[src/rtl/card_if.sv]
// Transaction link between a vending machine (master) and the card authorizer (slave).
interface card_if #(
  parameter int BAL_W = 8
);
  logic             REQ;
  logic [2:0]       COST;
  logic             VEND;
  logic             FAILED_TRAN;
  logic             TOPUP;
  logic             VALID_TRAN;
  logic             DECLINED;
  logic             BUSY;
  logic [BAL_W-1:0] BALANCE;

  modport master (
    output REQ, COST, VEND, FAILED_TRAN, TOPUP,
    input  VALID_TRAN, DECLINED, BUSY, BALANCE
  );

  modport slave (
    input  REQ, COST, VEND, FAILED_TRAN, TOPUP,
    output VALID_TRAN, DECLINED, BUSY, BALANCE
  );
endinterface

[src/rtl/card_authorizer.sv]
// Purpose: authorizes charge requests against a card balance, holds grants until vend/abort/timeout.
// Latency: grant/decline registered AUTH_LATENCY edges after REQ; BALANCE updates one edge after VEND/TOPUP.
// Backpressure: none; REQ outside IDLE is dropped, BUSY tells the requester when a new REQ will be taken.
module card_authorizer #(
  parameter int BAL_W        = 8,
  parameter int INIT_BALANCE = 20,
  parameter int AUTH_LATENCY = 2,
  parameter int HOLD_TIMEOUT = 8,
  parameter int TOPUP_AMT    = 10
) (
  input logic   CLK,
  input logic   RESET_N,
  card_if.slave bus
);

  localparam int LAT_W = (AUTH_LATENCY > 1) ? $clog2(AUTH_LATENCY) : 1;
  localparam int TMR_W = $clog2(HOLD_TIMEOUT + 1);

  typedef enum logic [1:0] {IDLE, WAIT, HOLD} state_t;

  state_t           state, state_nxt;
  logic [2:0]       amt, amt_nxt;
  logic [LAT_W-1:0] lat, lat_nxt;
  logic [TMR_W-1:0] tmr, tmr_nxt;
  logic [BAL_W-1:0] bal, bal_nxt;
  logic             valid_q, valid_nxt;
  logic             decl_q, decl_nxt;
  logic             busy_q, busy_nxt;
  logic [BAL_W:0]   debit;
  logic [BAL_W:0]   bal_sum;

  always_comb begin
    state_nxt = state;
    amt_nxt   = amt;
    lat_nxt   = lat;
    tmr_nxt   = tmr;
    valid_nxt = 1'b0;
    decl_nxt  = 1'b0;
    debit     = '0;

    case (state)
      IDLE: begin
        if (bus.REQ) begin
          amt_nxt   = bus.COST;
          lat_nxt   = LAT_W'(AUTH_LATENCY - 1);
          state_nxt = WAIT;
        end
      end
      WAIT: begin
        if (lat == '0) begin
          // Decision uses the committed balance as registered, so top-ups from earlier edges count.
          if (amt != 3'd0 && BAL_W'(amt) <= bal) begin
            valid_nxt = 1'b1;
            tmr_nxt   = TMR_W'(HOLD_TIMEOUT);
            state_nxt = HOLD;
          end else begin
            decl_nxt  = 1'b1;
            state_nxt = IDLE;
          end
        end else begin
          lat_nxt = lat - 1'b1;
        end
      end
      HOLD: begin
        if (bus.VEND) begin
          debit     = (BAL_W+1)'(amt);
          state_nxt = IDLE;
        end else if (bus.FAILED_TRAN) begin
          state_nxt = IDLE;
        end else begin
          tmr_nxt = tmr - 1'b1;
          if (tmr == TMR_W'(1)) state_nxt = IDLE;
        end
      end
      default: state_nxt = IDLE;
    endcase

    // Debit cannot underflow because the grant checked amt against this same balance.
    bal_sum  = {1'b0, bal} - debit + (bus.TOPUP ? (BAL_W+1)'(TOPUP_AMT) : '0);
    bal_nxt  = bal_sum[BAL_W] ? {BAL_W{1'b1}} : bal_sum[BAL_W-1:0];
    busy_nxt = (state_nxt != IDLE);
  end

  always_ff @(posedge CLK or negedge RESET_N) begin
    if (!RESET_N) begin
      state   <= IDLE;
      amt     <= '0;
      lat     <= '0;
      tmr     <= '0;
      bal     <= BAL_W'(INIT_BALANCE);
      valid_q <= 1'b0;
      decl_q  <= 1'b0;
      busy_q  <= 1'b0;
    end else begin
      state   <= state_nxt;
      amt     <= amt_nxt;
      lat     <= lat_nxt;
      tmr     <= tmr_nxt;
      bal     <= bal_nxt;
      valid_q <= valid_nxt;
      decl_q  <= decl_nxt;
      busy_q  <= busy_nxt;
    end
  end

  assign bus.VALID_TRAN = valid_q;
  assign bus.DECLINED   = decl_q;
  assign bus.BUSY       = busy_q;
  assign bus.BALANCE    = bal;

endmodule

[src/flat_wrapper.sv]
// flat-port wrapper written by rule: the top's interface ports become plain ports
module card_authorizer_flat 
#(
  parameter int BAL_W        = 8,
  parameter int INIT_BALANCE = 20,
  parameter int AUTH_LATENCY = 2,
  parameter int HOLD_TIMEOUT = 8,
  parameter int TOPUP_AMT    = 10
)
  (CLK, RESET_N, bus_REQ, bus_COST, bus_VEND, bus_FAILED_TRAN, bus_TOPUP, bus_VALID_TRAN, bus_DECLINED, bus_BUSY, bus_BALANCE);
  card_if #(.BAL_W(BAL_W)) bus_i ();
  input logic CLK;
  input logic RESET_N;
  input wire logic [$bits(bus_i.REQ)-1:0] bus_REQ;
  input wire logic [$bits(bus_i.COST)-1:0] bus_COST;
  input wire logic [$bits(bus_i.VEND)-1:0] bus_VEND;
  input wire logic [$bits(bus_i.FAILED_TRAN)-1:0] bus_FAILED_TRAN;
  input wire logic [$bits(bus_i.TOPUP)-1:0] bus_TOPUP;
  output wire logic [$bits(bus_i.VALID_TRAN)-1:0] bus_VALID_TRAN;
  output wire logic [$bits(bus_i.DECLINED)-1:0] bus_DECLINED;
  output wire logic [$bits(bus_i.BUSY)-1:0] bus_BUSY;
  output wire logic [$bits(bus_i.BALANCE)-1:0] bus_BALANCE;
  assign bus_i.REQ = bus_REQ;
  assign bus_i.COST = bus_COST;
  assign bus_i.VEND = bus_VEND;
  assign bus_i.FAILED_TRAN = bus_FAILED_TRAN;
  assign bus_i.TOPUP = bus_TOPUP;
  assign bus_VALID_TRAN = bus_i.VALID_TRAN;
  assign bus_DECLINED = bus_i.DECLINED;
  assign bus_BUSY = bus_i.BUSY;
  assign bus_BALANCE = bus_i.BALANCE;
  card_authorizer #(.BAL_W(BAL_W), .INIT_BALANCE(INIT_BALANCE), .AUTH_LATENCY(AUTH_LATENCY), .HOLD_TIMEOUT(HOLD_TIMEOUT), .TOPUP_AMT(TOPUP_AMT)) u_core (.CLK(CLK), .RESET_N(RESET_N), .bus(bus_i));
endmodule
[config.mk]
export PLATFORM = sky130hd
export DESIGN_NAME = card_authorizer_flat
export DESIGN_NICKNAME = d
export VERILOG_FILES = /design/src/rtl/card_if.sv /design/src/rtl/card_authorizer.sv /design/src/flat_wrapper.sv
export SDC_FILE = /design/constraint.sdc
export NUM_CORES = 1
export LEC_CHECK = 0
export CELL_PAD_IN_SITES_DETAIL_PLACEMENT = 1
export CELL_PAD_IN_SITES_GLOBAL_PLACEMENT = 2
export CORE_ASPECT_RATIO = 1.25
export CORE_MARGIN = 1
export CORE_UTILIZATION = 37
export DETAILED_ROUTE_END_ITERATION = 12
export PLACE_DENSITY_LB_ADDON = 0.1
export SLEW_MARGIN = 10
export SYNTH_ARGS = -nofsm -noshare
export SYNTH_HDL_FRONTEND = slang
export SYNTH_SLANG_ARGS = --single-unit
[constraint.sdc]
create_clock -name CLK -period 4.5 [get_ports CLK]
set_clock_uncertainty 0.05 [all_clocks]
set_input_delay 0.45 -clock CLK [delete_from_list [all_inputs] [get_ports CLK]]
set_output_delay 0.45 -clock CLK [all_outputs]
set_load 0.02 [all_outputs]
==> results of run 1 <==
kinds of logic (layout without fill, tap and decap cells):
| family | after synthesis | after routing |
|---|---|---|
| flops | 21 | 21 |
| compound gates | 35 | 35 |
| mux | 5 | 5 |
| buf+inv | 20 | 42 |
| simple gates | 36 | 36 |
| fa+ha+maj | 19 | 19 |
| xor+xnor | 4 | 4 |
worst max-delay path: stages, from the launching register on:
cell	delay [ps]
dfrtp_1	590
and3b_1	260
and2_1	170
fa_1	480
inv_1	40
ha_1	230
fa_1	420
a21o_1	190
a311oi_1	280
nor2b_1	90
o21ai_0	150
o311ai_1	110
worst min path at each step:
stage	startpoint	to	slack [ps]	cells past startpoint
floorplan	RESET_N	u_core.amt[0]	100	0
global placement	u_core.tmr[1]	u_core.tmr[1]	450	1
detailed placement	u_core.tmr[1]	u_core.tmr[1]	470	1
CTS	u_core.tmr[1]	u_core.tmr[1]	490	1
global route	u_core.tmr[1]	u_core.tmr[1]	510	1
finish	u_core.tmr[1]	u_core.tmr[1]	490	1
power breakdown:
part | leakage, nW | switching, mW | internal, mW
Sequential | 0.245 | 0.0882 | 0.282
Combinational | 0.541 | 0.484 | 0.406
Clock | 0.0228 | 0.0625 | 0.0630
Total | 0.809 | 0.635 | 0.752
final cells by class:
class                      count  area [um^2]
clock buffer                   4        45.04
fill                         407         1868
timing repair buffer          19        190.2
inverter                      19        71.32
sequential                    21        528.0
multi-input combinational     99        822.0
tap                           39        48.80
metal layers:
metal  routed length [um]  vias up  GRT usage
met4                   40        0    0.05691
met1                 1403      526     0.2087
li1                     -      525          -
met3                   67        2    0.02166
met5                    0        -          0
met2                 1636       18     0.3243
sequential cells by signal (all words and copies together) (netlist names):
name	count
u_core.amt	3
u_core.bus.BALANCE	8
u_core.bus.BUSY	1
u_core.bus.DECLINED	1
u_core.bus.VALID_TRAN	1
u_core.lat	1
u_core.state	2
u_core.tmr	4
cells in the final DEF (no fill, tap or decap), types with 2 or more instances in the layout:
| cell type | instances |
|---|---|
| o21ai_0 | 6 |
| clkbuf_8 | 3 |
| o21ai_1 | 3 |
| a211o_1 | 2 |
| inv_1 | 19 |
| nand2_1 | 7 |
| xnor2_1 | 2 |
| nor3_1 | 2 |
| a21oi_1 | 8 |
| ha_1 | 17 |
| nor2b_1 | 5 |
| nand2b_1 | 3 |
| dfrtp_1 | 19 |
| mux2i_1 | 2 |
| a21o_1 | 3 |
| nor2_1 | 7 |
| and2_1 | 2 |
| fa_1 | 2 |
| dfstp_2 | 2 |
| clkdlybuf4s50_1 | 19 |
==> flow_summary.ini, run 1 <==
[global_routing]
grt_max_degree = 22
antenna_found_initial = 0
track_usage = 0.1762
grt_pass1_vias = 1140
grt-ovfl-total = 0
grt_pass1_wl_um = 5540

[routing]
vias_per_cell = 5.328
drtIter0Drc = 22
detail-route-antenna-nets = 0
drt_wl_total_um = 3148
post_drt_wl_per_cell_um = 15.66
vias = 1071
drtPass1Iterations = 6
drc = 0

[floorplan]
dieHeight_um = 71.39
core_area_mm2 = 0.003573
fp.dieW_um = 57.51
die_area_mm2 = 0.004105
start_util = 0.3988
ioPinCount = 20
rows = 24

[setup_path]
cp_max_fo = 12
end_kind = flop
critPathKind = flop to flop
cp-endpoint = u_core.bus.BALANCE[7]
arrival_ps = 3260
r2r_setup_slack_ps = 1310
startpoint_type = flop
r2r_start = u_core.state[0]
startpoint = u_core.state[0]
reg2reg_to = u_core.bus.BALANCE[7]
required_ps = 4560
r2r_cells = 11

[synthesis]
synthSimpleGateAreaFrac = 0.1475
synth-edff-count = 0
synth_compound_area_frac = 0.1817
synth.area.mux_share = 0.04039
ys_seq_area_frac = 0.3705
synth_top_area_cell = dfrtp_1
postSynth.asyncResetShare = 1.000
synthTopCellsByArea = dfrtp_1 (33%), ha_1 (15%), inv_1 (5.0%), dfstp_2 (3.7%), a21oi_1 (2.8%)
synth_common_cells = dfrtp_1 (19), inv_1 (19), ha_1 (17), a21oi_1 (8)
netlist.area_leader.share = 0.3336
syn_inst = 140
synth_top_family_by_area = compound AO/OA/AOI/OAI gates
ys_warn_count = 0
ys.flop_type = dfrtp_1
synth-xor-area-share = 0.02985
syn-cell-area_mm2 = 0.001425
syn_nets = 168
ys_types = 47
synth-adder-area-share = 0.1773
avgSynthCellArea_um2 = 10.18
synth_seq_cells = 21

[finish]
final_cell_area_mm2 = 0.001705
finalCoreUtilization = 0.4772
fin_cells = 201
synthToLayoutAreaGrowth_pct = 19.67
antennaDiodeCount = 0
final_layout_size_suffix_gt1_frac = 0.1173
nets = 191

[place]
portBuffers = 19
place_inst = 197
dp_worst_setup_slack_ps = 1092
dp_hpwl_um = 2505
place_area_mm2 = 0.001660
place_congestion = 0.7563

[clocking]
ctsHoldBuffers = 0
root_buffer = clkbuf_8
cts_max_level = 1
clk_pin_slew_ps = 80
cts_resized = 0
clockBufferDepth = 2
clk_latency_ps = 260
numClockSinks = 21
cts_tree = built
numCtsBuffers = 3
cts_setup_buffers = 0

[sta]
tightest_slew_ps = 990.4
maxSlewHeadroom = 0.3377
hold_violations = 0
timing.hold.ws_ps = 487.6
rsz0062_at_grt = no
postLayoutSetupSlackWorst_ps = 1307
min_period_ps = 3193
fmaxAchievable_mhz = 313.2
slew_violations = 0
finalSetupViolCount = 0
fin_crit_sh = 0.7095
finalSetupTns_ps = 0

[outcome]
outcome = finished, final reports clean

[flow_run]
maxCapViolCount = 0

[min_path]
worstHoldPathType = flop to flop

[power_and_ir_drop]
irDropWorstVdd_mv = 0.3511
p_per_area_mw_per_mm2 = 812.9
cellLeakagePower_nw = 0.8086
power_mw = 1.386
(Power assumes the default switching activity.)
==> run 2, diff against run 1 <==
--- a/config.mk
+++ b/config.mk
@@ -9,7 +9,7 @@
 export CELL_PAD_IN_SITES_GLOBAL_PLACEMENT = 2
 export CORE_ASPECT_RATIO = 1.25
 export CORE_MARGIN = 1
-export CORE_UTILIZATION = 37
+export CORE_UTILIZATION = 31
 export DETAILED_ROUTE_END_ITERATION = 12
 export PLACE_DENSITY_LB_ADDON = 0.1
 export SLEW_MARGIN = 10
==> constraint.sdc (replaced) <==
create_clock -name CLK -period 2.7 [get_ports CLK]
set_clock_uncertainty 0.05 [all_clocks]
set_input_delay 0.27 -clock CLK [delete_from_list [all_inputs] [get_ports CLK]]
set_output_delay 0.27 -clock CLK [all_outputs]
set_load 0.02 [all_outputs]
==> flow_summary.ini, run 2 (synthesis results as in run 1) <==
[power_and_ir_drop]
p_per_area_mw_per_mm2 = 1360
irDropWorstVdd_mv = 0.5825
cellLeakagePower_nw = 0.8669

[place]
place_congestion = 0.7449
dp_worst_setup_slack_ps = -370.7
portBuffers = 19
place_area_mm2 = 0.001772
dp_hpwl_um = 2595

[routing]
post_drt_wl_per_cell_um = 14.29
vias_per_cell = 4.874
drtIter0Drc = 32
detail-route-antenna-nets = 0
drc = 0
drt_wl_total_um = 3300
drtPass1Iterations = 4
vias = 1126

[global_routing]
grt-ovfl-total = 0
grt_pass1_wl_um = 5589
track_usage = 0.1487
grt_pass1_vias = 1172
antenna_found_initial = 0
grt_max_degree = 22

[floorplan]
dieHeight_um = 77.81
rows = 27
start_util = 0.3220
ioPinCount = 20
core_area_mm2 = 0.004425
die_area_mm2 = 0.004874
fp.dieW_um = 62.65

[setup_path]
r2r_setup_slack_ps = -5
crit_chain = and3b_1 -> and2_4 -> fa_1 -> inv_1 -> ha_2 -> fa_2 -> a21o_1 -> a311oi_1 -> nor2b_1 -> o21ai_1 -> o311ai_1
startpoint_type = flop
cp_slowest_cell = fa_1
path_delay_family = adder cells
cp_max_fo = 3
required_ps = 2780
end_kind = flop
r2r_cells = 11
reg2reg_to = u_core.bus.BALANCE[7]
arrival_ps = 2790
r2r_start = u_core.state[1]
critPathKind = flop to flop
crit_buf_inv = 1
max_stage_delay_ps = 470

[clocking]
root_buffer = clkbuf_8
clockBufferDepth = 2
numCtsBuffers = 3
cts_tree = built
cts_max_level = 1
clk_pin_slew_ps = 80
numClockSinks = 21
ctsHoldBuffers = 0
clk_latency_ps = 260

[sta]
fmaxAchievable_mhz = 369.7
finalSetupViolCount = 1
postLayoutSetupSlackWorst_ps = -5.046
slew_violations = 0
tightest_slew_ps = 462.1
finalSetupTns_ps = -5.046
hold_violations = 0
fin_crit_sh = 1.002
rsz0062_at_grt = yes
maxSlewHeadroom = 0.6913
min_period_ps = 2705

[finish]
antennaDiodeCount = 0
n_fill_cell = 516
final_layout_size_suffix_gt1_frac = 0.1908
final_cell_mix = inv_1 (19), dfrtp_1 (19), clkdlybuf4s50_1 (18)
final_cell_area_mm2 = 0.001841
largest_register_ffs = 8
synthToLayoutAreaGrowth_pct = 29.15
nets = 202

[outcome]
violations = setup timing
outcome = finished, violations left

[min_path]
worstHoldPathType = input port to async pin

[flow_run]
maxCapViolCount = 0
==> run 2: layer usage <==
layer	wire length [um]	GRT usage	vias up	part of all wire
met5	0	0	-	0
met4	51	0.06977	0	0.015
met3	65	0.01471	4	0.020
met2	1717	0.2728	14	0.52
met1	1466	0.1703	561	0.44
li1	-	-	547	-
==> run 2: worst max path at each step <==
stage,from,endpoint,slack [ps],depth (start not counted)
floorplan,u_core.state[0],u_core.bus.BALANCE[7],-90,12
global placement,bus_VEND,u_core.bus.BALANCE[7],-300,12
detailed placement,bus_VEND,u_core.bus.BALANCE[7],-370,12
CTS,u_core.state[1],u_core.bus.BALANCE[7],-50,11
global route,u_core.state[1],u_core.bus.BALANCE[7],-130,11
finish,u_core.state[1],u_core.bus.BALANCE[7],-5,11
==> run 2: per-stage QoR <==
step	instances	total power [mW]	hold slack (ps)	utilization
after floorplan	140	1.709	-75.59	-
after global placement	227	2.204	449.7	0.4003
after detailed placement	227	2.229	459.5	0.4003
after CTS	231	2.468	320.9	0.4108
after global routing	231	2.745	332.3	0.4159
final	231	2.502	310.3	0.4159
==> run 2: final cells by class <==
class                           instances  area [um^2]  share of cell area
Multi-Input combinational cell         99        852.1              0.4629
Sequential cell                        21        528.0              0.2869
Timing Repair Buffer                   30        271.5              0.1475
Tap cell                               58        72.57             0.03943
Inverter                               19        71.32             0.03875
Clock buffer                            4        45.04             0.02447
==> run 2: timing repair <==
action,in CTS,in global routing
pin swaps,0,0
gates cloned,0,0
gates resized for setup,2,2
setup buffers,0,0
endpoints found under the setup margin,1,5
==> run 2: report_power, final <==
part	switching (mW)	total [mW]	leakage [nW]	internal, mW
Clock	0.110	0.215	0.0228	0.105
Sequential	0.115	0.586	0.245	0.471
Combinational	0.894	1.70	0.599	0.807
